--- src/rtl/fail_chain_reader.sv ---
// Fail-bit scan chain readout: shifts the daisy-chained compare registers out
// through i_so, packs the bits MSB-first into words and hands them over valid/ready.
module fail_chain_reader #(
  parameter int CHAIN_LEN = 16,
  parameter int WORD_W    = 8
) (
  input  logic              clk,
  input  logic              rstn,
  input  logic              i_start,
  input  logic              i_restore,
  output logic              o_busy,
  output logic              o_shift_mode,
  output logic              o_si,
  input  logic              i_so,
  output logic [WORD_W-1:0] o_word,
  output logic              o_word_valid,
  input  logic              i_word_ready,
  output logic              o_done,
  output logic              o_any_fail
);

  // state   | meaning
  // S_IDLE  | waiting for i_start, chain untouched
  // S_SHIFT | chain shifting, one bit sampled per edge
  // S_WAIT  | word presented, chain frozen until the consumer takes it

  localparam int BW = $clog2(CHAIN_LEN + 1);
  localparam int WW = $clog2(WORD_W + 1);

  localparam logic [BW-1:0] LAST_BIT  = BW'(CHAIN_LEN - 1);
  localparam logic [BW-1:0] ALL_BITS  = BW'(CHAIN_LEN);
  localparam logic [WW-1:0] LAST_SLOT = WW'(WORD_W - 1);

  typedef enum logic [1:0] {
    S_IDLE,
    S_SHIFT,
    S_WAIT
  } state_t;

  state_t            state;
  logic [BW-1:0]     bit_cnt;
  logic [WW-1:0]     word_cnt;
  logic [WORD_W-1:0] shreg;
  logic [WORD_W-1:0] word_next;
  logic              r_restore;

  // The shift register is cleared at every word boundary, so a short final
  // word comes out right-aligned with zeros above it.
  assign word_next = WORD_W'({shreg, i_so});

  // Recirculating the tail bit in the same cycle keeps the chain intact.
  assign o_si = r_restore & i_so;

  always_ff @(posedge clk) begin
    if (!rstn) begin
      state        <= S_IDLE;
      bit_cnt      <= '0;
      word_cnt     <= '0;
      shreg        <= '0;
      r_restore    <= 1'b0;
      o_busy       <= 1'b0;
      o_shift_mode <= 1'b0;
      o_word       <= '0;
      o_word_valid <= 1'b0;
      o_done       <= 1'b0;
      o_any_fail   <= 1'b0;
    end else begin
      o_done <= 1'b0;
      case (state)
        S_IDLE: begin
          if (i_start) begin
            state        <= S_SHIFT;
            o_busy       <= 1'b1;
            o_shift_mode <= 1'b1;
            o_any_fail   <= 1'b0;
            bit_cnt      <= '0;
            word_cnt     <= '0;
            shreg        <= '0;
            r_restore    <= i_restore;
          end
        end

        S_SHIFT: begin
          o_any_fail <= o_any_fail | i_so;
          bit_cnt    <= bit_cnt + 1'b1;
          if ((word_cnt == LAST_SLOT) || (bit_cnt == LAST_BIT)) begin
            o_word       <= word_next;
            o_word_valid <= 1'b1;
            o_shift_mode <= 1'b0;
            word_cnt     <= '0;
            shreg        <= '0;
            state        <= S_WAIT;
          end else begin
            word_cnt <= word_cnt + 1'b1;
            shreg    <= word_next;
          end
        end

        S_WAIT: begin
          if (o_word_valid && i_word_ready) begin
            o_word_valid <= 1'b0;
            if (bit_cnt == ALL_BITS) begin
              state  <= S_IDLE;
              o_busy <= 1'b0;
              o_done <= 1'b1;
            end else begin
              state        <= S_SHIFT;
              o_shift_mode <= 1'b1;
            end
          end
        end

        default: begin
          state        <= S_IDLE;
          o_busy       <= 1'b0;
          o_shift_mode <= 1'b0;
          o_word_valid <= 1'b0;
        end
      endcase
    end
  end

endmodule

--- config.mk ---
export PLATFORM = sky130hd
export DESIGN_NAME = fail_chain_reader
export DESIGN_NICKNAME = d
export VERILOG_FILES = /design/src/rtl/fail_chain_reader.sv
export SDC_FILE = /design/constraint.sdc
export NUM_CORES = 1
export LEC_CHECK = 0
export BUFFER_PORTS_ARGS = -buffer_cell sky130_fd_sc_hd__buf_2
export CAP_MARGIN = 20
export CORE_MARGIN = 2
export CORE_UTILIZATION = 63
export CTS_BUF_LIST = sky130_fd_sc_hd__clkbuf_8
export CTS_CLUSTER_DIAMETER = 120
export DETAILED_ROUTE_END_ITERATION = 10
export PLACE_DENSITY = 0.93
export SYNTH_ARGS = -nofsm -noshare
export SYNTH_HDL_FRONTEND = slang
export SYNTH_SLANG_ARGS = --single-unit
--- constraint.sdc ---
create_clock -name clk -period 4.9 [get_ports clk]
set_clock_uncertainty 0.15 [all_clocks]
set_input_delay 0.245 -clock clk [delete_from_list [all_inputs] [get_ports clk]]
set_output_delay 0.245 -clock clk [all_outputs]
set_load 0.01 [all_outputs]
==> impl_metrics.csv, run 1 <==
group,metric,value,unit
sta,rsz0062_at_grt,"no",
synth,synthesis.area,1420,sq um
floorplan,initial_utilization,65.4,%
synth,synth_fa_ha_area_share,3.53,%
placement,routabilityCongestion,0.697,
setup_path,cp.arrival,2060,ps
sta,setup_tns,0,ps
detailed_routing,num_vias,1142,
cts,numCtsBuffers,5,
setup_path,path_cells,"ha_1, and3_1, ha_1, o21ai_2, o21ai_0",
finish,nets,184,
cts,cts_buffer_depth,2,
cts,tritoncts,"built",
floorplan,io_pins,20,
synth,synth_cell_types,31,
cts,cts_hold_repair.buffers,0,
detailed_routing,post-route-drc-count,0,
cts,h-tree-depth,2,
detailed_routing,vias_per_cell,5.63,
synth,muxShareOfSynthArea,2.91,%
sta,max_slew.worst_pin.slew,641,ps
floorplan,die_area,2650,sq um
global_route,overflow,0,
cts,clkSlewWorstSetupHoldPaths,60,ps
setup_path,critPathKind,"reg2reg",
worst_hold_path,min_path_type,"in2reg",
placement,portBuffers,19,
power_and_ir_drop,ir_drop,270,uV
synth,syn_avg_cell_area,9.10,sq um
synth,synthSimpleGateAreaFrac,25.7,%
cts,clk_latency,290,ps
placement,dpl.hpwl,1860,um
synth,synthXorXnorAreaFrac,0,%
synth,synth_area_leader_cell,"dfxtp_1",
global_route,grt_pass1_wl,4610,um
power_and_ir_drop,power_density,325,nW/um^2
synth,postSynthNetCount,166,
setup_path,critPathRequiredTime,4890,ps
synth,yosysSeqAreaShare,45.1,%
finish,final_common_cell,"dfxtp_1",
floorplan,core_region_area,2170,sq um
cts,cts_resized,0,
setup_path,path_delay_family,"compound AO/OA/AOI/OAI gates",
finish,fill_cells,186,
setup_path,cp_slowest_stage_delay,550,ps
sta,post-route-period-util,42.2,%
finish,drive_gt1_share,17.7,%
global_route,antenna_found_initial,0,
detailed_routing,drtAntennaViolNets,0,
synth,synth-compound-area-share,17.8,%
finish,antennaDiodeCount,0,
detailed_routing,drt_iter0_drc,29,
global_route,grt_pass1_vias,1040,
sta,setup_viol,0,
sta,max_freq,484,MHz
setup_path,cp-end-kind,"flop",
floorplan,row_count,17,
cts,cts_sinks,32,
setup_path,crit_buf_inv,0,
sta,slew_headroom,57.3,%
setup_path,path_max_fanout,18,
synth,synthTopCellsByArea,"dfxtp_1, nor2b_1, o21ai_0, a22oi_1, nand3_1",
finish,final_cell_mix,"dfxtp_1, buf_2, o21ai_0, nor2b_1, nand2_1",
global_route,grt_max_degree,43,
status,status,"finished, final reports clean",
floorplan,die_y,51.5,um
finish,synthToLayoutAreaGrowth,12.2,%
setup_path,cp_slowest_cell,"o21ai_2",
detailed_routing,wl,2730,um
synth,yosysWarnings,0,
synth,yosys.area.top_type_share,45.1,%
sta,hold_viol_final,0,
detailed_routing,wl_per_cell,13.5,um
cts,root_buffer,"clkbuf_8",
cts,post_cts_buffers,0,
synth,synth_top_family_by_area,"simple AND/OR/NAND/NOR gates",
setup_path,worstSetupStartpointType,"flop",
synth,synth_seq_cells,32,
job,maxCapViolCount,0,
synth,synthCells,156,
power_and_ir_drop,p_leak,0.609,nW
setup_path,cp_common_cell,"ha_1",
power_and_ir_drop,p_total,0.517,mW
setup_path,ff2ff_setup_slack,2830,ps
detailed_routing,first_pass_iters,4,
sta,post-route-min-period,2070,ps
global_route,grt_usage,24.6,%
sta,drv_slew,0,
floorplan,fp.dieW,51.5,um
[metrics by stage]
stage / worst slack, ps / instance area [sq um] / hold WS, ps / cells / util, %
after floorplan: 3110 / 1420 / 235 / 156 / -
after global placement: 2920 / 1500 / 301 / 195 / 69.2
after detailed placement: 2840 / 1500 / 307 / 195 / 69.2
after CTS: 2830 / 1590 / 79.1 / 203 / 73.4
after global routing: 2660 / 1590 / 90.8 / 203 / 73.4
final: 2830 / 1590 / 79.0 / 203 / 73.4
[worst reg2reg max path, cell delays in order, from the launching register on]
cell and delay [ps]:
dfxtp_1 350, ha_1 230, and3_1 190, ha_1 240
o21ai_2 550, o21ai_0 200
[per-layer routing]
metal / vias to the layer above / global-route usage [%] / wire, um
met1: 536 / 27.9 / 1200
met3: 7 / 9.65 / 105
met5: - / 0 / 0
li1: 583 / - / -
met4: 0 / 11.8 / 57
met2: 16 / 40.2 / 1370
[Yosys cell counts]
| cell type | instances |
|---|---|
| o21bai_4 | 1 |
| mux2_2 | 1 |
| nand2b_1 | 2 |
| mux2i_1 | 3 |
| o21ai_0 | 16 |
| clkbuf_2 | 1 |
| dfxtp_1 | 32 |
| clkbuf_1 | 4 |
| a22oi_1 | 10 |
| buf_2 | 1 |
| nor3_1 | 4 |
| nand4bb_1 | 1 |
| o211ai_1 | 2 |
| a21oi_1 | 3 |
| nand4_1 | 2 |
| and2_1 | 6 |
| a21boi_0 | 4 |
| buf_6 | 2 |
| and3_1 | 2 |
| inv_1 | 6 |
| nor3_4 | 1 |
| a32o_1 | 1 |
| o21ai_2 | 1 |
| nor2_1 | 3 |
| nand3b_1 | 1 |
| and3b_4 | 1 |
| and3_2 | 1 |
| ha_1 | 4 |
| nand2_1 | 13 |
| nand3_1 | 12 |
| nor2b_1 | 15 |
[cell type report]
cell class	count	area (sq um)	area share, %
inverters	6	22.5	1.42
clock inverters	2	7.51	0.472
multi-input cells	110	708	44.5
clock buffers	6	82.6	5.19
well taps	28	35.0	2.20
flip-flops and latches	32	641	40.3
repair buffers	19	95.1	5.97
[cell families (layout without fill, tap and decap cells)]
group | after synthesis | in the layout
AO/OA/AOI/OAI | 38 | 38
adder cells (fa/ha/maj) | 4 | 4
buffers and inverters | 14 | 33
flip-flops | 32 | 32
multiplexers | 4 | 4
AND/OR/NAND/NOR | 64 | 64
[path summary, 6_finish.rpt]
kind / startpoint / endpoint / depth (start not counted)
worst min register to register: o_word[1] / o_word[1] / 2
worst max-delay path: bit_cnt[0] / o_word[0] / 5
worst max register to register: bit_cnt[0] / o_word[0] / 5
worst min-delay path: i_restore / r_restore / 3
[report_power, final]
group / internal [mW] / total, mW / leakage [nW] / switching [mW]
clock network: 0.110 / 0.205 / 0.0538 / 0.0947
registers: 0.266 / 0.273 / 0.259 / 0.00659
logic: 0.0161 / 0.0395 / 0.296 / 0.0234
[flip-flops by register name (all words and copies together) (netlist names)]
name          cells
word_cnt          4
o_busy            1
shreg             7
bit_cnt           5
o_word            8
r_restore         1
o_word_valid      1
state             2
o_done            1
o_shift_mode      1
o_any_fail        1
No activity file was read; power rests on OpenSTA's default activity.
==> run 2, diff against run 1 <==
--- a/config.mk
+++ b/config.mk
@@ -8,11 +8,11 @@
 export BUFFER_PORTS_ARGS = -buffer_cell sky130_fd_sc_hd__buf_2
 export CAP_MARGIN = 20
 export CORE_MARGIN = 2
-export CORE_UTILIZATION = 63
+export CORE_UTILIZATION = 52
 export CTS_BUF_LIST = sky130_fd_sc_hd__clkbuf_8
 export CTS_CLUSTER_DIAMETER = 120
 export DETAILED_ROUTE_END_ITERATION = 10
-export PLACE_DENSITY = 0.93
+export PLACE_DENSITY = 0.82
 export SYNTH_ARGS = -nofsm -noshare
 export SYNTH_HDL_FRONTEND = slang
 export SYNTH_SLANG_ARGS = --single-unit
==> constraint.sdc (replaced) <==
create_clock -name clk -period 1.8 [get_ports clk]
set_clock_uncertainty 0.15 [all_clocks]
set_input_delay 0.09 -clock clk [delete_from_list [all_inputs] [get_ports clk]]
set_output_delay 0.09 -clock clk [all_outputs]
set_load 0.01 [all_outputs]
==> run 2 against run 1 <==
Utilization is 3.6 points lower; first-iteration DRC count up 62%; power rose to 2.7 times the previous value; setup slack worse by 2800 ps; cell area grew 11%; cell count grew 6.9%; critical path depth rose by 2; register-to-register slack got worse by 2800 ps; combinational power rose to 3.6 times the previous value; critical path type unchanged; highest routed layer unchanged.
==> impl_metrics.csv, run 2 (same netlist as run 1, synthesis figures left out) <==
group,metric,value,unit
status,status,"finished, final reports clean",
global_route,grt_max_degree,43,
detailed_routing,vias_per_cell,5.62,
finish,regMostFlops,"o_word",
power_and_ir_drop,power_density,788,nW/um^2
finish,multi_input_area,748,sq um
floorplan,core_region_area,2520,sq um
finish,final_cell_mix,"dfxtp_1, buf_2, o21ai_0, nor2b_1, nand2_1",
setup_path,cp-endpoint,"shreg[0]",
sta,hold_viol_final,0,
job,maxCapViolCount,0,
global_route,grt_pass1_vias,1075,
cts,clkSlewWorstSetupHoldPaths,60,ps
sta,post-route-min-period,1780,ps
setup_path,critPathRequiredTime,1870,ps
finish,top_regs,"o_word: 8 flops, shreg: 7 flops, bit_cnt: 5 flops",
cts,tritoncts,"built",
setup_path,critPathKind,"reg2reg",
cts,clk_latency,280,ps
sta,drv_slew,0,
sta,setup_tns,0,ps
placement,portBuffers,19,
setup_path,r2r_cells,7,
global_route,antenna_found_initial,0,
worst_hold_path,worstHoldStart,"i_start",
setup_path,path_max_fanout,4,
global_route,overflow,0,
detailed_routing,post-route-drc-count,0,
setup_path,setup.worst_path.start,"bit_cnt[1]",
sta,max_freq,561,MHz
detailed_routing,drtAntennaViolNets,0,
floorplan,die_y,56.2,um
detailed_routing,first_pass_iters,4,
sta,rsz0062_at_grt,"yes",
cts,numCtsBuffers,5,
finish,synthToLayoutAreaGrowth,24.0,%
setup_path,ff2ff_setup_slack,20,ps
setup_path,r2r_start,"bit_cnt[1]",
finish,antennaDiodeCount,0,
power_and_ir_drop,p_leak,0.671,nW
floorplan,fp.dieW,56.2,um
sta,max_slew.worst_pin.slew,593,ps
finish,final-seq-area,643,sq um
power_and_ir_drop,ir_drop,803,uV
cts,h-tree-depth,2,
finish,nets,197,
floorplan,die_area,3160,sq um
floorplan,row_count,18,
sta,slew_headroom,60.4,%
setup_path,cp-end-kind,"flop",
cts,root_buffer,"clkbuf_8",
placement,dpl.hpwl,1890,um
detailed_routing,wl_per_cell,14.1,um
detailed_routing,drt_iter0_drc,47,
sta,whs,110,ps
floorplan,io_pins,20,
global_route,grt_pass1_wl,4770,um
placement,routabilityCongestion,0.738,
floorplan,initial_utilization,56.3,%
finish,fill_cells,197,
worst_hold_path,min_path_type,"in2reg",
detailed_routing,wl,3060,um
global_route,grt_usage,19.7,%
cts,cts_sinks,32,
finish,final_common_cell,"dfxtp_1",
finish,largest_reg_flops,8,
finish,drive_gt1_share,25.7,%
setup_path,r2r_end,"shreg[0]",
sta,post-route-period-util,99.0,%
setup_path,cp.arrival,1850,ps
detailed_routing,num_vias,1220,
sta,setup_viol,0,
setup_path,worstSetupStartpointType,"flop",
cts,cts_buffer_depth,2,
-- run 2: stage by stage --
step	util, %	instances	power (mW)	area, sq um	setup WS (ps)
floorplan	-	156	0.835	1420	5.28
global placement	62.2	204	0.873	1570	67.6
detailed placement	62.2	204	0.878	1570	9.55
CTS	66.6	214	1.38	1680	51.7
global route	69.7	217	1.45	1760	-42.2
finish	69.7	217	1.39	1760	18.8
-- run 2: area by class of cell --
| type | count | share of cell area, % |
|---|---|---|
| clock buffers | 5 | 3.91 |
| clock inverters | 2 | 0.498 |
| inverters | 6 | 1.28 |
| multi-input cells | 110 | 42.5 |
| flip-flops and latches | 32 | 36.6 |
| well taps | 30 | 2.13 |
| repair buffers | 32 | 13.1 |
-- run 2: how the worst min path moves through the flow --
stage	to	slack (ps)	depth (start not counted)
after CTS	o_busy	110	4
final	o_busy	110	4
after global placement	r_restore	210	3
after detailed placement	r_restore	220	3
after global routing	o_busy	160	4
after floorplan	o_word[0]	80	2
-- run 2: what timing repair did --
item                                    in CTS  in global routing
hold endpoints to repair                     4                  0
pin swaps                                    1                  4
gates cloned                                 0                  1
buffers inserted                             0                  2
hold buffers                                 3                  0
gates resized for setup                      1                  8
endpoints found under the setup margin       5                 12
-- run 2: metal layers --
metal  global-route usage, %  wire length (um)  vias up
li1                        -                 -      607
met2                    31.4              1570       30
met4                    9.52                51        0
met5                       0                 0        -
met1                    22.4              1290      577
met3                    8.84               152        6
-- run 2: worst max-delay path, stage by stage (launching register included) --
cell and delay (ps):
dfxtp_2 340, ha_4 160, and3_4 180, ha_4 170
nor3_4 310, clkbuf_16 200, a22oi_1 70, nor2b_1 130
-- run 2: report_power, final --
part,total (mW),switching [mW],internal (mW)
logic,0.143,0.0728,0.0699
registers,0.743,0.0178,0.726
clock network,0.499,0.243,0.256
total,1.39,0.334,1.05
==> run 3, diff against run 2 <==
--- a/config.mk
+++ b/config.mk
@@ -10,9 +10,9 @@
 export CORE_MARGIN = 2
 export CORE_UTILIZATION = 52
 export CTS_BUF_LIST = sky130_fd_sc_hd__clkbuf_8
-export CTS_CLUSTER_DIAMETER = 120
+export CTS_CLUSTER_DIAMETER = 50
 export DETAILED_ROUTE_END_ITERATION = 10
-export PLACE_DENSITY = 0.82
+export PLACE_DENSITY = 0.74
 export SYNTH_ARGS = -nofsm -noshare
 export SYNTH_HDL_FRONTEND = slang
 export SYNTH_SLANG_ARGS = --single-unit
==> run 3 against run 2 <==
Global-route usage increased by 1.0 points; worst hold slack improved by 6.6 ps; cell area increased by 1.7%; first-iteration DRC count decreased by 6.4%; highest routed layer unchanged.
==> impl_metrics.csv, run 3 (same netlist as run 1, synthesis figures left out) <==
group,metric,value,unit
detailed_routing,num_vias,1204,
global_route,overflow,0,
placement,dpl.hpwl,1980,um
setup_path,r2r_cells,7,
finish,final_cell_mix,"dfxtp_1, buf_2, o21ai_0, nor2b_1, nand2_1",
cts,numCtsBuffers,5,
sta,post-route-min-period,1770,ps
detailed_routing,wl,3090,um
setup_path,critPathRequiredTime,1860,ps
detailed_routing,post-route-drc-count,0,
setup_path,path_cells,"ha_4, and3_4, ha_4, nor3_4, clkbuf_16, a22oi_2, nor2b_1",
sta,whs,116,ps
setup_path,r2r_end,"shreg[1]",
worst_hold_path,hold_end,"o_any_fail",
cts,tritoncts,"built",
sta,max_freq,566,MHz
setup_path,cp_slowest_cell,"dfxtp_2",
floorplan,die_area,3160,sq um
setup_path,cp_slowest_stage_delay,340,ps
power_and_ir_drop,switching_power,0.340,mW
finish,drive_gt1_share,25.7,%
power_and_ir_drop,combPwrFrac,10.1,%
finish,antennaDiodeCount,0,
cts,h-tree-depth,2,
power_and_ir_drop,p_leak,0.682,nW
sta,post-route-period-util,98.2,%
power_and_ir_drop,power_density,803,nW/um^2
floorplan,core_region_area,2520,sq um
setup_path,worstSetupStartpointType,"flop",
finish,regMostFlops,"o_word",
setup_path,cp_common_cell,"ha_4",
cts,cts_buffer_depth,2,
sta,drv_slew,0,
finish,final_common_cell,"dfxtp_1",
floorplan,row_count,18,
detailed_routing,drtAntennaViolNets,0,
power_and_ir_drop,p_seq_share,51.7,%
global_route,grt_pass1_wl,5100,um
job,maxCapViolCount,0,
sta,hold_viol_final,0,
sta,rsz0062_at_grt,"yes",
setup_path,cp-end-kind,"flop",
power_and_ir_drop,p_total,1.44,mW
status,status,"finished, final reports clean",
floorplan,die_y,56.2,um
cts,clkSlewWorstSetupHoldPaths,60,ps
global_route,grt_pass1_vias,1179,
placement,portBuffers,19,
detailed_routing,vias_per_cell,5.55,
setup_path,ff2ff_setup_slack,30,ps
cts,post_cts_buffers,0,
sta,setup_viol,0,
global_route,grt_max_degree,43,
placement,routabilityCongestion,0.789,
placement,pre_cts_ws,5.15,ps
global_route,antenna_found_initial,0,
finish,nets,196,
floorplan,initial_utilization,56.3,%
cts,cts_sinks,32,
placement,dp.cells,205,
cts,clk_latency,280,ps
sta,max_slew.worst_pin.slew,598,ps
sta,postLayoutSetupSlackWorst,32.3,ps
floorplan,io_pins,20,
finish,final_util,70.9,%
worst_hold_path,min_path_cells,4,
power_and_ir_drop,power_frac_clock,38.2,%
sta,slew_headroom,60.2,%
setup_path,r2r_start,"bit_cnt[1]",
finish,instances_no_fill,217,
floorplan,fp.dieW,56.2,um
finish,largest_reg_flops,8,
finish,synthToLayoutAreaGrowth,26.1,%
detailed_routing,first_pass_iters,4,
worst_hold_path,worstHoldStart,"i_start",
cts,root_buffer,"clkbuf_8",
global_route,grt_usage,20.8,%
power_and_ir_drop,ir_drop,796,uV
setup_path,cp.arrival,1830,ps
power_and_ir_drop,swShare,23.7,%
detailed_routing,drt_iter0_drc,44,
power_and_ir_drop,p_int,1.10,mW
setup_path,critPathKind,"reg2reg",
setup_path,path_max_fanout,4,
finish,top_regs,"o_word: 8 flops, shreg: 7 flops, bit_cnt: 5 flops",
detailed_routing,wl_per_cell,14.3,um
worst_hold_path,min_path_type,"in2reg",
==> run 3: layout make-up <==
type	instances	area, sq um
multi-input combinational	110	761
tap	30	37.5
sequential	32	643
fill	209	733
timing repair buffer	31	235
inverter	6	22.5
clock inverter	2	7.51
clock buffer	6	82.6
==> run 3: worst max path at each step <==
stage	slack [ps]	endpoint	from	cells after the start
global placement	60	o_word[1]	bit_cnt[0]	7
CTS	-7	o_word[5]	bit_cnt[0]	7
finish	30	shreg[1]	bit_cnt[1]	7
detailed placement	5	shreg[1]	bit_cnt[0]	7
global route	-20	word_cnt[1]	bit_cnt[1]	7
floorplan	5	o_word[0]	bit_cnt[0]	6
==> run 3: what timing repair did <==
action	CTS	global route
pin swaps	1	5
endpoints found under the hold margin	4	0
gates resized for setup	0	12
hold buffers	3	0
cloned	0	1
endpoints found under the setup margin	7	18
==> run 3: power by group through the flow <==
stage,Combinational (mW),Clock (mW),Sequential [mW]
6_report,0.145,0.548,0.743
2_1_floorplan,0.0821,0,0.753
3_3_place_gp,0.119,0,0.755
3_5_place_dp,0.124,0,0.756
4_1_cts,0.129,0.565,0.740
5_1_grt,0.159,0.594,0.744
==> run 3: critical path, delay by kind of cell (launching register included) <==
kind / cells / cell delay (ps)
simple gates: 3 / 610
flops: 1 / 340
fa+ha+maj: 2 / 340
buf+inv: 1 / 200
compound gates: 1 / 60
==> run 3: stage by stage <==
stage	instance area, sq um	TNS [ps]
floorplan	1420	0
global placement	1590	0
detailed placement	1590	0
CTS	1710	-10.5
global route	1790	-143
finish	1790	0
==> run 3: layer usage <==
layer  vias to the layer above  share of wire (%)  GRT usage [%]
li1                        612                  -              -
met1                       565                 44           21.9
met2                        20                 50           36.6
met3                         7                3.8           6.98
met4                         0                2.2           10.2
met5                         -                  0              0
